==> config.mk <==
export PLATFORM = sky130hd
export DESIGN_NAME = alu_cmd_loader
export DESIGN_NICKNAME = d
export VERILOG_FILES = /design/src/rtl/alu_cmd_loader.sv
export SDC_FILE = /design/constraint.sdc
export NUM_CORES = 1
export LEC_CHECK = 0
export ABC_CLOCK_PERIOD_IN_PS = 1900
export CAP_MARGIN = 5
export CORE_ASPECT_RATIO = 1.5
export CORE_MARGIN = 3
export CORE_UTILIZATION = 25
export DETAILED_ROUTE_END_ITERATION = 8
export GPL_ROUTABILITY_DRIVEN = 0
export PLACE_DENSITY = 0.4
export REMOVE_ABC_BUFFERS = 1
export SYNTH_ARGS = -nofsm -noshare
export SYNTH_HDL_FRONTEND = slang
export SYNTH_SLANG_ARGS = --single-unit
==> constraint.sdc <==
create_clock -name clk -period 1.9 [get_ports clk]
set_input_delay 0.285 -clock clk [delete_from_list [all_inputs] [get_ports clk]]
set_output_delay 0.285 -clock clk [all_outputs]
set_load 0.01 [all_outputs]
==> src/rtl/alu_cmd_loader.sv <==
// alu_cmd_loader -- operand source for the 4-bit ALU / seven-segment path.
//
// Turns raw board switches plus two raw push-buttons into a complete ALU
// command {cmd_a, cmd_b, cmd_op}. The user enters A, then B, then the opcode
// by pressing "next". The finished command is offered on a valid/ready
// handshake. "clear" aborts entry at any point and zeroes the command.
//
// Build option:
//   ALU_CMD_LOADER_REPEAT_EN  when defined, a completed transfer returns to
//                             opcode entry with A and B retained, so the same
//                             operands can be re-issued with a new opcode.
//                             When undefined, a transfer returns to A entry.
//
// Ports:
//   clk        system clock, rising edge
//   rst_n      asynchronous active-low reset
//   sw         raw switch bus (DW bits), quasi-static
//   btn_next   raw enter/advance button, active-high, asynchronous
//   btn_clr    raw clear button, active-high, asynchronous
//   cmd_valid  command available (registered)
//   cmd_ready  consumer accepts the command
//   cmd_a      operand A (DW bits)
//   cmd_b      operand B (DW bits)
//   cmd_op     ALU opcode (OPW bits)
//   state_dbg  current entry state, for the LED display

// Per-button synchronizer + debouncer. Emits a one-cycle registered pulse on
// each debounced press; release produces no pulse.
module alu_cmd_loader_deb #(
    parameter int DEB_CYCLES = 16
) (
    input  logic clk,
    input  logic rst_n,
    input  logic raw,
    output logic rise
);
    localparam int CW = $clog2(DEB_CYCLES);

    logic [1:0]    sync;
    logic          level;
    logic [CW-1:0] cnt;

    always_ff @(posedge clk or negedge rst_n) begin
        if (!rst_n) begin
            sync  <= '0;
            level <= 1'b0;
            cnt   <= '0;
            rise  <= 1'b0;
        end else begin
            sync <= {sync[0], raw};
            rise <= 1'b0;
            if (sync[1] == level) begin
                cnt <= '0;
            end else if (cnt == CW'(DEB_CYCLES - 1)) begin
                // This is the DEB_CYCLES-th consecutive differing cycle.
                level <= ~level;
                cnt   <= '0;
                rise  <= ~level;
            end else begin
                cnt <= cnt + 1'b1;
            end
        end
    end
endmodule

module alu_cmd_loader #(
    parameter int DW         = 4,
    parameter int OPW        = 3,
    parameter int DEB_CYCLES = 16
) (
    input  logic           clk,
    input  logic           rst_n,
    input  logic [DW-1:0]  sw,
    input  logic           btn_next,
    input  logic           btn_clr,
    output logic           cmd_valid,
    input  logic           cmd_ready,
    output logic [DW-1:0]  cmd_a,
    output logic [DW-1:0]  cmd_b,
    output logic [OPW-1:0] cmd_op,
    output logic [1:0]     state_dbg
);
    typedef enum logic [1:0] {
        S_A     = 2'b00,
        S_B     = 2'b01,
        S_OP    = 2'b10,
        S_ISSUE = 2'b11
    } state_t;

    state_t        state;
    logic [DW-1:0] sw_s1, sw_sync;
    logic [1:0]    btn_raw;
    logic [1:0]    btn_rise;
    logic          nxt_p, clr_p;

    // Switches only need synchronizing; they are sampled on a debounced press.
    always_ff @(posedge clk or negedge rst_n) begin
        if (!rst_n) begin
            sw_s1   <= '0;
            sw_sync <= '0;
        end else begin
            sw_s1   <= sw;
            sw_sync <= sw_s1;
        end
    end

    // Index 0 = next, 1 = clear; both buttons are debounced independently.
    assign btn_raw = {btn_clr, btn_next};

    for (genvar i = 0; i < 2; i++) begin : g_btn
        alu_cmd_loader_deb #(.DEB_CYCLES(DEB_CYCLES)) u_deb (
            .clk  (clk),
            .rst_n(rst_n),
            .raw  (btn_raw[i]),
            .rise (btn_rise[i])
        );
    end

    assign nxt_p = btn_rise[0];
    assign clr_p = btn_rise[1];

    always_ff @(posedge clk or negedge rst_n) begin
        if (!rst_n) begin
            state     <= S_A;
            cmd_valid <= 1'b0;
            cmd_a     <= '0;
            cmd_b     <= '0;
            cmd_op    <= '0;
        end else if (clr_p) begin
            // Clear wins over next. A transfer coincident with clear has
            // already been sampled by the consumer, so dropping it is safe.
            state     <= S_A;
            cmd_valid <= 1'b0;
            cmd_a     <= '0;
            cmd_b     <= '0;
            cmd_op    <= '0;
        end else begin
            case (state)
                S_A: if (nxt_p) begin
                    cmd_a <= sw_sync;
                    state <= S_B;
                end
                S_B: if (nxt_p) begin
                    cmd_b <= sw_sync;
                    state <= S_OP;
                end
                S_OP: if (nxt_p) begin
                    cmd_op    <= sw_sync[OPW-1:0];
                    cmd_valid <= 1'b1;
                    state     <= S_ISSUE;
                end
                S_ISSUE: if (cmd_ready) begin
                    // Operands stay put during a stall; nxt_p is ignored here.
                    cmd_valid <= 1'b0;
`ifdef ALU_CMD_LOADER_REPEAT_EN
                    state     <= S_OP;
`else
                    state     <= S_A;
`endif
                end
            endcase
        end
    end

    assign state_dbg = state;
endmodule
## Word level (Yosys, flattened, before mapping)

Index checks and enable logic that the tools add are counted.

| storage, ports and cells | value |
|---|---|
| register bits | 38 |
| logic and storage cells | 71 |
| input bits | 9 |

| cells by class | value |
|---|---|
| bitwise logic cells | 4 |
| reduce and logical (&&, ||, !) cells | 13 |
| muxes and demuxes | 26 |
| $add $sub $neg | 2 |
| equal/unequal tests | 11 |

Operators with widths:

| operator | number |
|---|---|
| two-way mux 4 bit | 9 |
| two-way mux 2 bit | 5 |
| AND reduction 2 bit | 5 |
| two-way mux 3 bit | 3 |
| != test 3 x 1 -> 1 bit, second input constant | 3 |
| adder 4 x 1 -> 4 bit, second input constant | 2 |
| equality test 4 bit, second input constant | 2 |
| case mux 2 bit (4 select lines) | 1 |
| nonzero test 2 bit | 4 |
| two-way mux 1 bit | 7 |
| equality test 2 bit, second input constant | 2 |
| inverter 1 bit | 4 |
| AND reduction 4 bit | 1 |
| != test 3 x 2 -> 1 bit, second input constant | 1 |
| AND reduction 3 bit | 1 |
| nonzero test 3 bit | 1 |
| equality test 1 bit | 2 |
| equality test 2 x 1 -> 1 bit, second input constant | 1 |
| logical NOT 2 bit | 1 |
| case mux 1 bit (2 select lines) | 1 |

## Depth between registers and ports, before layout

| depth | value |
|---|---|
| depth in word-level cells | 3 |
| gate-level depth with buffers | 5 |

## Cells and area by module

From an unflattened synthesis, not the netlist that was laid out.

| unflattened totals | value |
|---|---|
| cell total of the unflattened synthesis | 121 |
| area total of the unflattened synthesis | 1497.7 sq um |

By module, submodules not included:

| module | cells each | sequential area each (sq um) | times used | area an instance (sq um) |
|---|---|---|---|---|
| alu_cmd_loader | 81 | 550.5 | 1 | 892.1 |
| alu_cmd_loader_deb | 20 | 200.2 | 2 | 302.8 |

## Worst setup path after synthesis

OpenSTA, ideal clock, no wires.

| timing path | value |
|---|---|
| path type | register to register |
| start | register state[0], in the netlist state_dbg[0] |
| end | register state[0], in the netlist state_dbg[0] |
| clock period less this slack | 1.598 ns |
| arrival time | 1.473 ns |
| slack | 0.302 ns |
| buffers on the path | 0 |
| required time | 1.775 ns |
| stages on the path, launching flop included | 6 |
| library setup time | 0.125 ns |
| cell sequence | dfrtp_1 -> inv_1 -> ha_1 -> nor3_2 -> a2bb2oi_2 -> mux2_4 |

| between the ends | value |
|---|---|
| word-level cells in the longest chain between the ends | 3 |

Ends and longest elaborated chain:

| element | line | RTL |
|---|---|---|
| start, declared | 90 | `state_t state;` |
| start signal, assigned | 124 | `state <= S_A;` |
| start signal, assigned | 132 | `state <= S_A;` |
| start signal, assigned | 141 | `state <= S_B;` |
| equality test 2 x 1 -> 1 bit, or another cell as far along | 138 | `case (state)` |
| != test 3 x 1 -> 1 bit (no source line), or another cell as far along | - |  |
| AND reduction 4 bit (no source line) or two-way mux 2 bit (tied branches) | - |  |

Several ways; a longest one is shown, not always the timed one.
A chain may end at the register's enable or synchronous reset.

## Worst setup path in the final report

Ends and elaborated chain as after synthesis.

==> flow_summary_export.csv <==
group,metric,value,unit
outcome,status,"finished clean",
routing,via_per_inst,4.438,
finish,layout.nets,168,
sta,setup_violations,0,
finish,ff_latch_area,950.9,um2
clocking,cts_made_buffers,5,
finish,drive_gt1_frac,0.09091,
power_and_ir_drop,seqPwrFrac,0.478,
power_and_ir_drop,p_sw,0.5492,mW
sta,finClkSkew,0.007857,ns
clocking,cts_resized,0,
placement,port-buffer-count,22,
synthesis,yosys_register_bits,38,
grt,grt_max_degree,39,
clocking,cts_hold_buf,0,
sta,finalCritPeriodShare,0.9197,
synthesis,yosysSeqAreaShare,0.6387,
power_and_ir_drop,clock_power_share,0.293,
routing,wl,2953,um
sta,timing.hold.ws,0.03757,ns
worst_setup_path,critPathCaptureType,"register",
clocking,clk_pin_slew,0.08,ns
sta,slew_violations,0,
sta,finalHoldViolCount,0,
die,pin_count,23,
finish,design_area,1874,um2
worst_setup_path,cp.required,2.07,ns
power_and_ir_drop,p_sw_frac,0.2839,
synthesis,yosysWarnings,0,
die,start_util,0.2652,
finish,syn2layout_area_growth,25.88,%
finish,postLayoutCoreUtil,0.3338,
clocking,clkLatencyLatePin,0.28,ns
routing,vias,994,
routing,wl_per_cell,13.18,um
finish,multiInputGateArea,503.0,um2
min_path,worstHoldPathType,"input port to asynchronous set/reset pin",
clocking,clkSinkCount,38,
die,rows,33,
clocking,cts_setup_buffers,0,
sta,max_freq,572.3,MHz
finish,diodes,0,
grt,globalRouteOverflowTotal,0,
power_and_ir_drop,p_per_area,1032,nW/um2
run,drv_cap,0,
synthesis,ys_types,21,
power_and_ir_drop,combPwrFrac,0.229,
routing,drt_iter0_drc,62,
sta,rsz0062_at_grt,"no",
power_and_ir_drop,peakVddDrop,0.3413,mV
clocking,clockBufferDepth,2,
synthesis,syn_inst,126,
grt,grt_first_pass_wirelength,4912,um
die,die_area,6937,um2
routing,drtAntennaViolNets,0,
power_and_ir_drop,p_leak,0.8066,nW
grt,grt_pass1_vias,1030,
grt,grt_usage,0.09137,
clocking,cts_tree,"yes",
die,core-area,5615,um2
sta,tightest_slew,0.5200,ns
sta,tns,0,ns
synthesis,netlist_area,1489,um2
clocking,cts_root_buf,"clkbuf_8",
worst_setup_path,crit_path_start_kind,"register",
routing,first_pass_iters,4,
worst_setup_path,path_class,"register to register",
sta,relSlewSlack,0.6533,
die,die_x,69.01,um
power_and_ir_drop,internal_power,1.385,mW
die,die_y,100.5,um
routing,drc,0,
placement,dp_hpwl,2152,um
sta,layout_setup_ws,0.1526,ns
synthesis,syn_avg_cell_area,11.82,um2
worst_setup_path,cp.arrival,1.92,ns
grt,antenna_found_initial,0,
clocking,htreeDepth,2,
placement,placed_cell_area,1783,um2
placement,dpl_worst_slack,0.1852,ns
worst_setup_path,crit_fanout,6,
sta,min_period,1.747,ns
finish,fill_cells,577,
-- area by class of cell --
cell class	count	area share
Sequential cell	38	0.5073
Multi-Input combinational cell	80	0.2684
Timing Repair Buffer	23	0.1188
Tap cell	70	0.04673
Clock buffer	7	0.04606
Inverter	5	0.01001
Clock inverter	1	0.002670
-- metal layers --
layer  up-vias  track usage  share of wire
li1        480            -              -
met1       485      0.09575           0.41
met2        25       0.1669           0.53
met3         4      0.02794          0.046
met4         0      0.04060          0.015
met5         -            0              0
-- per-stage QoR --
step | power [mW] | cells
after floorplan | 1.219 | 123
after global placement | 1.360 | 216
after detailed placement | 1.384 | 216
after CTS | 1.968 | 224
after global routing | 2.039 | 224
final | 1.935 | 224
-- worst paths after layout --
| kind | from | end | slack [ns] | cells past startpoint |
|---|---|---|---|---|
| worst min register to register | sw_s1[0] | sw_sync[0] | 0.35 | 0 |
| worst min-delay path | rst_n | cmd_b[1] | 0.04 | 2 |
| max in group asynchronous | rst_n | sw_s1[0] | 1.51 | 2 |
| min in group clk | sw_s1[0] | sw_sync[0] | 0.35 | 0 |
| worst max-delay path | state_dbg[0] | state_dbg[0] | 0.15 | 5 |
| worst max register to register | state_dbg[0] | state_dbg[0] | 0.15 | 5 |
-- flip-flops by register name (all words and copies together), names as in the netlist --
| signal | count |
|---|---|
| cmd_b | 4 |
| cmd_valid | 1 |
| cmd_op | 3 |
| sw_sync | 4 |
| g_btn.u_deb.cnt | 8 |
| sw_s1 | 4 |
| state_dbg | 2 |
| g_btn.u_deb.level | 2 |
| g_btn.u_deb.rise | 2 |
| cmd_a | 4 |
| g_btn.u_deb.sync | 4 |
-- power groups by stage --
stage	Combinational (mW)	Sequential, mW	Clock [mW]
floorplan	0.277	0.942	0
CTS	0.449	0.925	0.594
global route	0.488	0.934	0.617
finish	0.443	0.925	0.566
detailed placement	0.444	0.941	0
global placement	0.429	0.932	0
-- cell usage after synthesis --
master      n  area share
nand2b_1    2      0.0084
nor2b_1     4       0.017
buf_2       1      0.0034
nand4b_1    2       0.012
mux2i_1     1      0.0067
dfrtp_1    38        0.64
inv_1       5       0.013
nor3_2      1      0.0067
buf_4       1      0.0050
nand2_1    16       0.040
o21ai_0     3       0.010
a2bb2oi_2   1       0.010
nor2_1      4       0.010
nand3_1    13       0.044
clkbuf_1    1      0.0025
ha_1        6       0.050
xnor2_1     4       0.024
a21oi_1    16       0.054
nor3b_1     4       0.020
mux2_4      1       0.010
mux2_2      2       0.015
-- layout by cell type (no fill, tap or decap) --
master,count
clkdlybuf4s50_1,21
clkinv_2,1
mux2_2,2
nor2b_1,4
inv_1,5
buf_4,1
dfrtp_1,38
a21oi_1,16
nand4b_1,2
mux2_4,1
nor3_2,1
nor3b_1,4
buf_2,1
a2bb2oi_2,1
nand3_1,13
nand2b_1,2
ha_1,6
nand2_1,16
nor2_1,4
mux2i_1,1
xnor2_1,4
clkbuf_1,1
o21ai_0,3
clkbuf_8,6
-- critical path, stage by stage (launching register included) --
cell       delay [ns]
dfrtp_1          0.43
inv_1            0.11
ha_1             0.29
nor3_2           0.27
a2bb2oi_2        0.22
mux2_4           0.31
-- logic make-up after synthesis --
kind of cell,synth area share
AO/OA/AOI/OAI,0.07395
AND/OR/NAND/NOR,0.1580
flip-flops,0.6387
adder cells (fa/ha/maj),0.05042
multiplexers,0.03193
buffers and inverters,0.02353
XOR/XNOR,0.02353
Note: power is estimated with default switching activity, not from simulation.
